$ cat config.mk
export PLATFORM = sky130hd
export DESIGN_NAME = bcd2bin_16
export DESIGN_NICKNAME = d
export VERILOG_FILES = /design/src/rtl/bcd2bin_16.sv
export SDC_FILE = /design/constraint.sdc
export NUM_CORES = 1
export LEC_CHECK = 0
export CAP_MARGIN = 20
export CORE_ASPECT_RATIO = 0.6
export CORE_MARGIN = 5
export CORE_UTILIZATION = 35
export CTS_CLUSTER_SIZE = 20
export DETAILED_ROUTE_END_ITERATION = 16
export PLACE_DENSITY_LB_ADDON = 0.05
export SLEW_MARGIN = 20
export SYNTH_ARGS = -nofsm -noshare
export SYNTH_HDL_FRONTEND = slang
export SYNTH_SLANG_ARGS = --single-unit
$ cat constraint.sdc
create_clock -name clk -period 1.2 [get_ports clk]
set_input_delay 0.36 -clock clk [delete_from_list [all_inputs] [get_ports clk]]
set_output_delay 0.36 -clock clk [all_outputs]
set_load 0.03 [all_outputs]
$ cat src/rtl/bcd2bin_16.sv
// bcd2bin_16 -- sequential 5-digit BCD to 16-bit binary converter using the
// reverse double-dabble algorithm (one shift/correct step per clock).
//
// Ports:
//   clk            system clock, all state changes on rising edge
//   rst_n          asynchronous active-low reset
//   start          conversion request, sampled while idle
//   BCD_0..BCD_4   BCD digits, BCD_0 least significant
//   B              16-bit binary result, held until the next completion
//   busy           high while a conversion is in progress
//   done           one-cycle completion pulse
//   err            error flag, valid with done, held until next acceptance
//
// Optional build macro: BCD2BIN_CHECK_EN enables digit-validity and
// range (> 65535) checking. Without it err is constant 0 and the result is
// the low 16 bits of the weighted digit sum.
//
// Latency: start accepted at edge k gives done/B after edge k+17.

module bcd2bin_16 (
  input  logic        clk,
  input  logic        rst_n,
  input  logic        start,
  input  logic [3:0]  BCD_0,
  input  logic [3:0]  BCD_1,
  input  logic [3:0]  BCD_2,
  input  logic [3:0]  BCD_3,
  input  logic [3:0]  BCD_4,
  output logic [15:0] B,
  output logic        busy,
  output logic        done,
  output logic        err
);

  localparam logic [1:0] IDLE  = 2'd0;
  localparam logic [1:0] SHIFT = 2'd1;
  localparam logic [1:0] FIN   = 2'd2;

  logic [1:0]  state;
  logic [3:0]  cnt;
  logic [19:0] bcd_q;
  logic [15:0] sh_q;
  logic [19:0] bcd_in;
  logic [35:0] shifted;
  logic [19:0] bcd_adj;

  assign bcd_in = {BCD_4, BCD_3, BCD_2, BCD_1, BCD_0};

  // One reverse double-dabble step: a digit whose bit 3 was filled from the
  // digit above received +8 for a half-ten that is really worth +5.
  always_comb begin
    shifted = {bcd_q, sh_q} >> 1;
    bcd_adj = shifted[35:16];
    for (int unsigned i = 0; i < 5; i++) begin
      if (shifted[16 + 4*i + 3]) begin
        bcd_adj[4*i +: 4] = shifted[16 + 4*i +: 4] - 4'd3;
      end
    end
  end

`ifdef BCD2BIN_CHECK_EN
  logic bad_in;
  logic err_q;

  always_comb begin
    bad_in = 1'b0;
    for (int unsigned i = 0; i < 5; i++) begin
      if (bcd_in[4*i +: 4] > 4'd9) begin
        bad_in = 1'b1;
      end
    end
  end

  assign err = err_q;
`else
  assign err = 1'b0;
`endif

  always_ff @(posedge clk or negedge rst_n) begin
    if (!rst_n) begin
      state <= IDLE;
      cnt   <= '0;
      bcd_q <= '0;
      sh_q  <= '0;
      B     <= '0;
      busy  <= 1'b0;
      done  <= 1'b0;
`ifdef BCD2BIN_CHECK_EN
      err_q <= 1'b0;
`endif
    end else begin
      done <= 1'b0;
      case (state)
        IDLE: begin
          if (start) begin
            bcd_q <= bcd_in;
            sh_q  <= '0;
            cnt   <= '0;
            busy  <= 1'b1;
`ifdef BCD2BIN_CHECK_EN
            err_q <= 1'b0;
            state <= bad_in ? FIN : SHIFT;
`else
            state <= SHIFT;
`endif
          end
        end
        SHIFT: begin
          bcd_q <= bcd_adj;
          sh_q  <= shifted[15:0];
          cnt   <= cnt + 4'd1;
          if (cnt == 4'd15) begin
            state <= FIN;
          end
        end
        FIN: begin
          done  <= 1'b1;
          busy  <= 1'b0;
          state <= IDLE;
`ifdef BCD2BIN_CHECK_EN
          // An invalid digit skips SHIFT, so bcd_q still holds the nonzero
          // input here: the residue test covers both error cases.
          if (bcd_q != '0) begin
            B     <= '0;
            err_q <= 1'b1;
          end else begin
            B <= sh_q;
          end
`else
          B <= sh_q;
`endif
        end
        default: state <= IDLE;
      endcase
    end
  end

endmodule

==> summary by stage, run 1 <==
Clock tree
The H-tree was split into 3 levels. In this run, CTS created clock tree buffers numbering 9. The clock-pin slew on the worst setup and hold paths is 0.05 ns.

The clock insertion delay at the later pin of the skew report is 0.33 ns. The number of buffers added to fix hold violations after cts is 0. The clock drives 60 sinks. The root buffer cell chosen for the clock tree is sky130_fd_sc_hd__clkbuf_16. The clock tree from TritonCTS is built.

No sink is reached through more buffers than the 2 on the longest clock path.

STA
The clock skew is 0.00459 ns. Setup violations remaining at the end of the flow were counted as 67. The number of pins exceeding their max-slew limit in the final report came to 0. Once routing completed, OpenROAD measured the worst setup slack at -0.115 ns. The final cycle utilization of the critical path is 110%. The final-report hold violation count was 0. The shortest clock period the worst path allows after layout is 1.32 ns. Setup repair after global routing could not meet its margin everywhere.

The achievable clock frequency is 760 MHz.

Power
Summed over all nets, the switching power comes to 3.64 mW. The share of total power dissipated in combinational logic is 43.8%. In this run switching power makes up 34.5% of total power. The clock network is responsible for 21.8% of the overall power. The leakage power is 1.98 nW. In this run, flip-flops and latches consume 34.4% of the power. The post-route total power is 10.6 mW. Power spread over the standard cell area amounts to 2550 nW/um2.

Internal power comes to 6.93 mW. Across the VDD grid, the largest voltage drop is 0.00118 V.

Logic synthesis
After synthesis, the share of flip-flops with an asynchronous set or reset is 100%. The number of nets in the synthesized netlist is 257. In the post-synthesis netlist, the biggest area contributors are sky130_fd_sc_hd__dfrtp_1, sky130_fd_sc_hd__a22o_1, sky130_fd_sc_hd__mux2_4, sky130_fd_sc_hd__o21ai_0, sky130_fd_sc_hd__mux2_2. After synthesis, the largest area contributor takes up 55.5% of total cell area.

After synthesis, the mean cell area works out to 11.8 um2. The synthesized design spends more area on one cell type than any other, namely sky130_fd_sc_hd__dfrtp_1. The leading cell type by number of instances after synthesis is sky130_fd_sc_hd__dfrtp_1. The synthesized design contains 0 enable-type register cells. After synthesis, the most frequently instantiated cells are sky130_fd_sc_hd__dfrtp_1, sky130_fd_sc_hd__a22o_1, sky130_fd_sc_hd__nand2_1, sky130_fd_sc_hd__o21ai_0, sky130_fd_sc_hd__nor2b_1. Synthesis handed over a netlist of 229 instances.

Among all flip-flop cells after synthesis, the most frequent one is sky130_fd_sc_hd__dfrtp_1. The count of cell types in the netlist is 34. The synthesized design contains 60 register bits. The cell area that synthesis handed to floorplanning was 2710 um2. The total number of yosys warnings is 0.

For this run, the register share of the synthesized area comes to 55.5%.

Final layout
With fillers left out, the area of the finished cells amounts to 4140 um2. The count of filler cells inserted in the layout is 664. In the final layout, the share of cells above drive strength 1 is 39.2%. The repair_antennas step left the layout with diodes totalling 0. From synthesis to final layout, the design area changed by 53.0%. After the last flow step, the layout net total stands at 347.

Setup path
STA puts the critical path data required time at 1.41 ns. The type of the worst setup path is reg2reg. The worst register-to-register path begins at state[0]. The launch point of the critical path is state[0]. Of all nets on the critical path, the largest fanout is 6. The arrival time of data at the critical path endpoint is 1.53 ns. The worst setup path is captured at a flip-flop. The worst setup path is launched from a flip-flop.

Floorplan
The floorplan row count is 24. The floorplan step set the die height to 78.1 um. The floorplan step defined a die boundary enclosing 9650 um2. The number of top-level design ports is 42. For this configuration, the core starts out at a cell density of 36.7%. In this run the horizontal extent of the chip is 124 um.

The core area is 7390 um2.

Drt
The post-detailed-route count of antenna-violating nets is 0. The post-route DRC violation count is 0. The length of the first detailed-routing pass in iterations is 5. The wire length per cell is 16.6 um. In the routed layout, each cell is associated on average with a via count of 5.01. The detailed router placed 2,143 vias in this run. For this block, the initial DRC count from the detailed router was 179. Wires add up to 7120 um.

Global route
The largest net degree at the start of global routing is 61. The via count of the first global-routing pass was 2,066. The wire length of the first global-routing pass is 11,100 um. The initial antenna violation count came to 0. Global routing consumed, over all layers together, 15.2% of the routing resources. Summed over all layers, the global routing overflow is 0.

Min path
The class of the most critical hold timing path is in2async.

Status
The flow ran to the end, but the final reports show violations. The checks that failed: setup timing.

Placed design
The congestion estimate from routability-driven global placement came to 0.811. The placed wire-length estimate is 4520 um. The number of input and output port buffers inserted is 40.

The post-detailed-placement cell area is 3400 um2.

Flow run
Max-cap violations in this run came to 0.
## through the flow
stage | setup WS [ns] | util [%] | std cells | TNS, ns | hold WS (ns)
2_1_floorplan | -0.0297 | - | 229 | -0.292 | 0.0644
6_report | -0.115 | 56.1 | 428 | -3.16 | 0.0256
3_3_place_gp | -0.485 | 46.0 | 389 | -19.07 | 0.400
3_5_place_dp | -0.485 | 46.0 | 389 | -19.02 | 0.400
4_1_cts | -0.0869 | 53.4 | 417 | -2.33 | 0.0516
5_1_grt | -0.170 | 56.1 | 428 | -6.33 | 0.0646
## cell usage in the layout, fill, tap and decap left out, types with 3 or more instances in the layout
cell type / instances
sky130_fd_sc_hd__dfrtp_1: 59
sky130_fd_sc_hd__buf_4: 36
sky130_fd_sc_hd__buf_6: 24
sky130_fd_sc_hd__clkdlybuf4s50_1: 20
sky130_fd_sc_hd__a22o_1: 17
sky130_fd_sc_hd__mux2_4: 16
sky130_fd_sc_hd__nand2_1: 14
sky130_fd_sc_hd__nor2_1: 10
sky130_fd_sc_hd__nor2b_1: 10
sky130_fd_sc_hd__clkbuf_16: 10
sky130_fd_sc_hd__a21oi_1: 8
sky130_fd_sc_hd__o21ai_0: 8
sky130_fd_sc_hd__o21ai_1: 7
sky130_fd_sc_hd__a2bb2oi_1: 6
sky130_fd_sc_hd__buf_12: 6
sky130_fd_sc_hd__ha_1: 5
sky130_fd_sc_hd__o22a_1: 4
sky130_fd_sc_hd__xnor2_1: 4
sky130_fd_sc_hd__a211oi_1: 4
sky130_fd_sc_hd__xor2_1: 4
sky130_fd_sc_hd__clkbuf_1: 4
sky130_fd_sc_hd__nand2b_4: 3
sky130_fd_sc_hd__clkinvlp_4: 3
sky130_fd_sc_hd__mux2i_1: 3
sky130_fd_sc_hd__o22ai_1: 3
sky130_fd_sc_hd__o22ai_2: 3
sky130_fd_sc_hd__buf_8: 3
## cell families (layout without fill, tap and decap cells)
group                      after synthesis  after routing  share of synthesized area (%)
DFF                                     60             60                           55.5
AOI/OAI and AO/OA                       72             72                           18.8
muxes                                   19             19                           9.01
adders and majority gates                5              5                           2.31
other                                    1              1                          0.138
and+or+nand+nor                         46             46                           8.18
xor gates and xnor gates                 8              8                           2.59
buffers and inverters                   18            113                           3.51
## cell type report
cell class                 instances  area, um2  share of cell area, %
clock buffer                      14        254                   6.13
inverter                           3       18.8                  0.453
clock inverter                     2       10.0                  0.242
timing repair buffer              93        950                   22.9
sequential                        60       1500                   36.3
multi-input combinational        151       1270                   30.7
tap                              104        130                   3.14
timing repair inverter             1       7.51                  0.181
## power by group through the flow
stage	Clock, mW	Combinational [mW]	Sequential [mW]
floorplan	0	2.08	3.78
global placement	0	3.75	3.60
detailed placement	0	3.78	3.57
CTS	2.35	4.27	3.59
global route	2.45	5.04	3.76
finish	2.31	4.63	3.64
## per-layer routing
| layer | GRT usage [%] | part of all wire, % | vias to the layer above |
|---|---|---|---|
| met5 | 0 | 0 | - |
| met4 | 4.09 | 1.1 | 0 |
| met3 | 6.11 | 5.5 | 10 |
| met2 | 19.5 | 41 | 54 |
| met1 | 23.1 | 53 | 1067 |
| li1 | - | - | 1012 |
## critical path, stage by stage (launching register included)
cell and delay (ns):
sky130_fd_sc_hd__dfrtp_2 0.45, sky130_fd_sc_hd__buf_6 0.14, sky130_fd_sc_hd__o21bai_4 0.19, sky130_fd_sc_hd__buf_6 0.17, sky130_fd_sc_hd__a21oi_1 0.05, sky130_fd_sc_hd__o22a_1 0.20
## path summary, 6_finish.rpt
check / to / slack (ns) / cells past startpoint
setup / recovery: bcd_q[11] / -0.12 / 5
hold reg to reg: bcd_q[18] / 0.50 / 2
max in group asynchronous: B[2] / 0.89 / 2
setup reg to reg: bcd_q[11] / -0.12 / 5
hold / removal: bcd_q[19] / 0.03 / 2
min in group clk: bcd_q[18] / 0.50 / 2
## registers in the layout (all words and copies together), names as in the netlist
name   flops
state      2
done       1
bcd_q     20
busy       1
B         16
cnt        4
sh_q      16
## timing repair
action | in CTS | in global routing
endpoints found under the setup margin | 76 | 76
pin swaps | 2 | 8
gates cloned | 2 | 1
setup buffers | 10 | 10
hold endpoints to repair | 0 | 0
resized for setup | 52 | 23
Power figures use the tool's default switching activity.
==> run 2, diff against run 1 <==
==> constraint.sdc (replaced) <==
create_clock -name clk -period 1.16 [get_ports clk]
set_input_delay 0.348 -clock clk [delete_from_list [all_inputs] [get_ports clk]]
set_output_delay 0.348 -clock clk [all_outputs]
set_load 0.03 [all_outputs]
==> run 2 against run 1 <==
Effect of this change:
- the run still ends with setup timing left
- clock skew grew 0.0033 ns
- flip-flop and latch count is the same
- design area grew 6.9%
- largest power group unchanged
- critical endpoint is now B[1]
- largest cell class unchanged
- via count increased by 0.89%
- clock-buffer cell count shrank 2
==> summary by stage, run 2 (synthesis gave the netlist of run 1 again) <==
Status
Outcome: complete, but fails checks (unchanged). Failing checks: setup timing (unchanged).

Global route
The combined global-route utilization of all metal layers came to 15.5% (was 15.2%). The initial antenna violation count is 0 (unchanged). The largest net degree at the start of global routing came to 61 (unchanged).

The via count of the first global-routing pass is 2,206 (was 2,066). The wire length of the first global-routing pass is 11,400 um (was 11,100 um). The global-route congestion overflow total is 0 (unchanged).

STA
The final-report hold violation count is 0 (unchanged). Unrepaired setup endpoints after global routing: true (unchanged). The clock skew is 0.00790 ns (was 0.00459 ns). The shortest clock period the worst path allows after layout is 1.28 ns (was 1.32 ns). The setup slack after layout came to -0.125 ns (was -0.115 ns). The achievable clock frequency was 778 MHz (was 760 MHz). The final cycle utilization of the critical path is 111% (was 110%). The setup total negative slack is -4.97 ns (was -3.16 ns). The number of setup violations in the final report was 67 (unchanged). The number of pins exceeding their max-slew limit in the final report is 0 (unchanged).

Placed design
The number of input and output port buffers inserted is 40 (unchanged). The post-detailed-placement cell area is 3450 um2 (was 3400 um2). The final weighted congestion in routability-driven placement is 0.769 (was 0.811). The placed wire-length estimate came to 4470 um (was 4520 um).

Clock tree
The H-tree level count is 3 (unchanged). The clock root buffer master is sky130_fd_sc_hd__clkbuf_16 (unchanged). The TritonCTS sink count is 60 (unchanged). The clock tree from TritonCTS was built (unchanged). The number of clock buffers inserted by TritonCTS is 9 (unchanged). The clock-pin slew on the worst setup and hold paths is 0.05 ns (about the same). The maximum buffer depth of the clock tree came to 2 (unchanged). The number of buffers added to fix hold violations after cts is 0 (unchanged). The clock insertion delay at the later pin of the skew report is 0.33 ns (about the same).

Min path
The class of the most critical hold timing path is in2async (unchanged).

Floorplan
The starting density of the core is 36.7% (unchanged). The vertical extent of the die is 78.1 um (unchanged). The floorplan die width is 124 um (unchanged). The floorplan row count is 24 (unchanged). The number of top-level design ports is 42 (unchanged). The core area is 7390 um2 (unchanged).

The area of the die came to 9650 um2 (unchanged).

Drt
The vias after detailed routing is 2,162 (was 2,143). The post-detailed-route count of antenna-violating nets was 0 (unchanged). The length of the first detailed-routing pass in iterations is 4 (was 5). The average vias per placed instance is 4.94 (was 5.01).

The wire length per cell is 16.7 um (was 16.6 um). The post-route DRC violation count is 0 (unchanged). The total wire length after detailed routing was 7320 um (was 7120 um). The initial detailed-routing violation count came to 137 (was 179).

Final layout
The fraction of layout instances using a drive strength above 1 was 47.3% (was 39.2%). The register with the most flip-flops is bcd_q (unchanged). The flip-flop count of the largest register, all copies and words added was 20 (unchanged). The net total in the final layout came to 357 (was 347). Top flop regs: bcd_q (20), B (16), sh_q (16) (unchanged).

Commonest cells after routing, fill and taps aside: sky130_fd_sc_hd__dfrtp_1, sky130_fd_sc_hd__buf_4, sky130_fd_sc_hd__buf_6, sky130_fd_sc_hd__clkdlybuf4s50_1, sky130_fd_sc_hd__a22o_1 (unchanged). The growth of design area from synthesis to finish is 63.5% (was 53.0%). The antenna diode count came to 0 (unchanged). The most common cell after layout, fill and taps aside is sky130_fd_sc_hd__dfrtp_1 (unchanged). The post-route cell area is 4430 um2 (was 4140 um2).

Power
The leakage power is 2.12 nW (was 1.98 nW). The part of the total power dissipated in sequential elements is 31.1% (was 34.4%). The net switching component of the power was 4.05 mW (was 3.64 mW). The power per unit of standard cell area is 2770 nW/um2 (was 2550 nW/um2). The proportion of power drawn by combinational gates is 43.3% (was 43.8%).

The net switching fraction of the power is 33.0% (was 34.5%). The post-route total power is 12.3 mW (was 10.6 mW). The power share of the clock group is 25.6% (was 21.8%). The internal power summed over all cells is 8.23 mW (was 6.93 mW). The maximum ir drop on the vdd rail is 0.00112 V (was 0.00118 V).

Setup path
The largest fanout on the critical path is 10 (was 6). The count of cells along the worst register-to-register path was 3 (was 5). The sort of element at the start of the critical path was a flip-flop (unchanged).

The type of the worst setup path is reg2reg (unchanged). The arrival time of data at the critical path endpoint came to 1.49 ns (was 1.53 ns). The critical path required time was 1.37 ns (was 1.41 ns). The category of the worst setup path capture point is a flip-flop (unchanged).

Flow run
The max capacitance violation total came to 0 (unchanged).
-- run 2: cell types whose count changed in the layout (fill, tap and decap cells not counted), sizes merged --
cell	change
clkinvlp	-3
buf	+10
bufinv	+3
clkinv	-1
o21ba	+1
dlygate4sd2	-1
clkbuf	-1
inv	+2
-- run 2: cell type report --
cell class / count / area (um2)
fillers: 657 / 2960
flip-flops and latches: 60 / 1500
multi-input cells: 152 / 1410
repair buffers: 103 / 1010
clock buffers: 12 / 256
well taps: 104 / 130
clock inverters: 4 / 95.1
inverters: 3 / 16.3
-- run 2: layer usage --
layer / GRT usage (%) / vias to the layer above / share of wire [%]
li1: - / 1033 / -
met1: 22.3 / 1087 / 52
met2: 21.5 / 34 / 42
met3: 6.03 / 8 / 4.6
met4: 4.31 / 0 / 1.2
met5: 0 / - / 0
-- run 2: metrics by stage --
| step | cells | util (%) | worst slack (ns) | hold slack [ns] |
|---|---|---|---|---|
| floorplan | 229 | - | -0.0661 | 0.0524 |
| global route | 438 | 59.9 | -0.186 | 0.0395 |
| finish | 438 | 59.9 | -0.125 | 0.0180 |
| detailed placement | 395 | 46.7 | -0.551 | 0.384 |
| global placement | 395 | 46.7 | -0.513 | 0.382 |
| CTS | 424 | 55.5 | -0.105 | 0.0294 |
-- run 2: timing repair --
| item | in CTS | in global routing |
|---|---|---|
| setup endpoints to repair | 77 | 74 |
| setup buffers | 13 | 12 |
| pin swaps | 1 | 17 |
| gates cloned | 0 | 2 |
| gates resized for setup | 55 | 52 |
-- run 2: final timing paths --
path,startpoint,endpoint,slack [ns]
max,state[0],B[1],-0.12
min,rst_n,bcd_q[19],0.02
max reg2reg,state[0],B[1],-0.12
min reg2reg,bcd_q[19],bcd_q[19],0.51
max in group asynchronous,rst_n,state[1],0.85
min in group clk,bcd_q[19],bcd_q[19],0.51
-- run 2: worst max-delay path, stage by stage (launching register included) --
cell and delay, ns:
sky130_fd_sc_hd__dfrtp_2 0.50, sky130_fd_sc_hd__nand2b_4 0.21, sky130_fd_sc_hd__buf_12 0.15, sky130_fd_sc_hd__mux2_4 0.30
-- run 2: power groups by stage --
stage                     combinational (mW)  sequential [mW]  clock (mW)
after floorplan                         2.16             3.91           0
after global placement                  3.89             3.71           0
after detailed placement                3.93             3.71           0
after CTS                               4.60             3.73        3.20
after global routing                    5.77             3.95        3.30
final                                   5.31             3.82        3.15
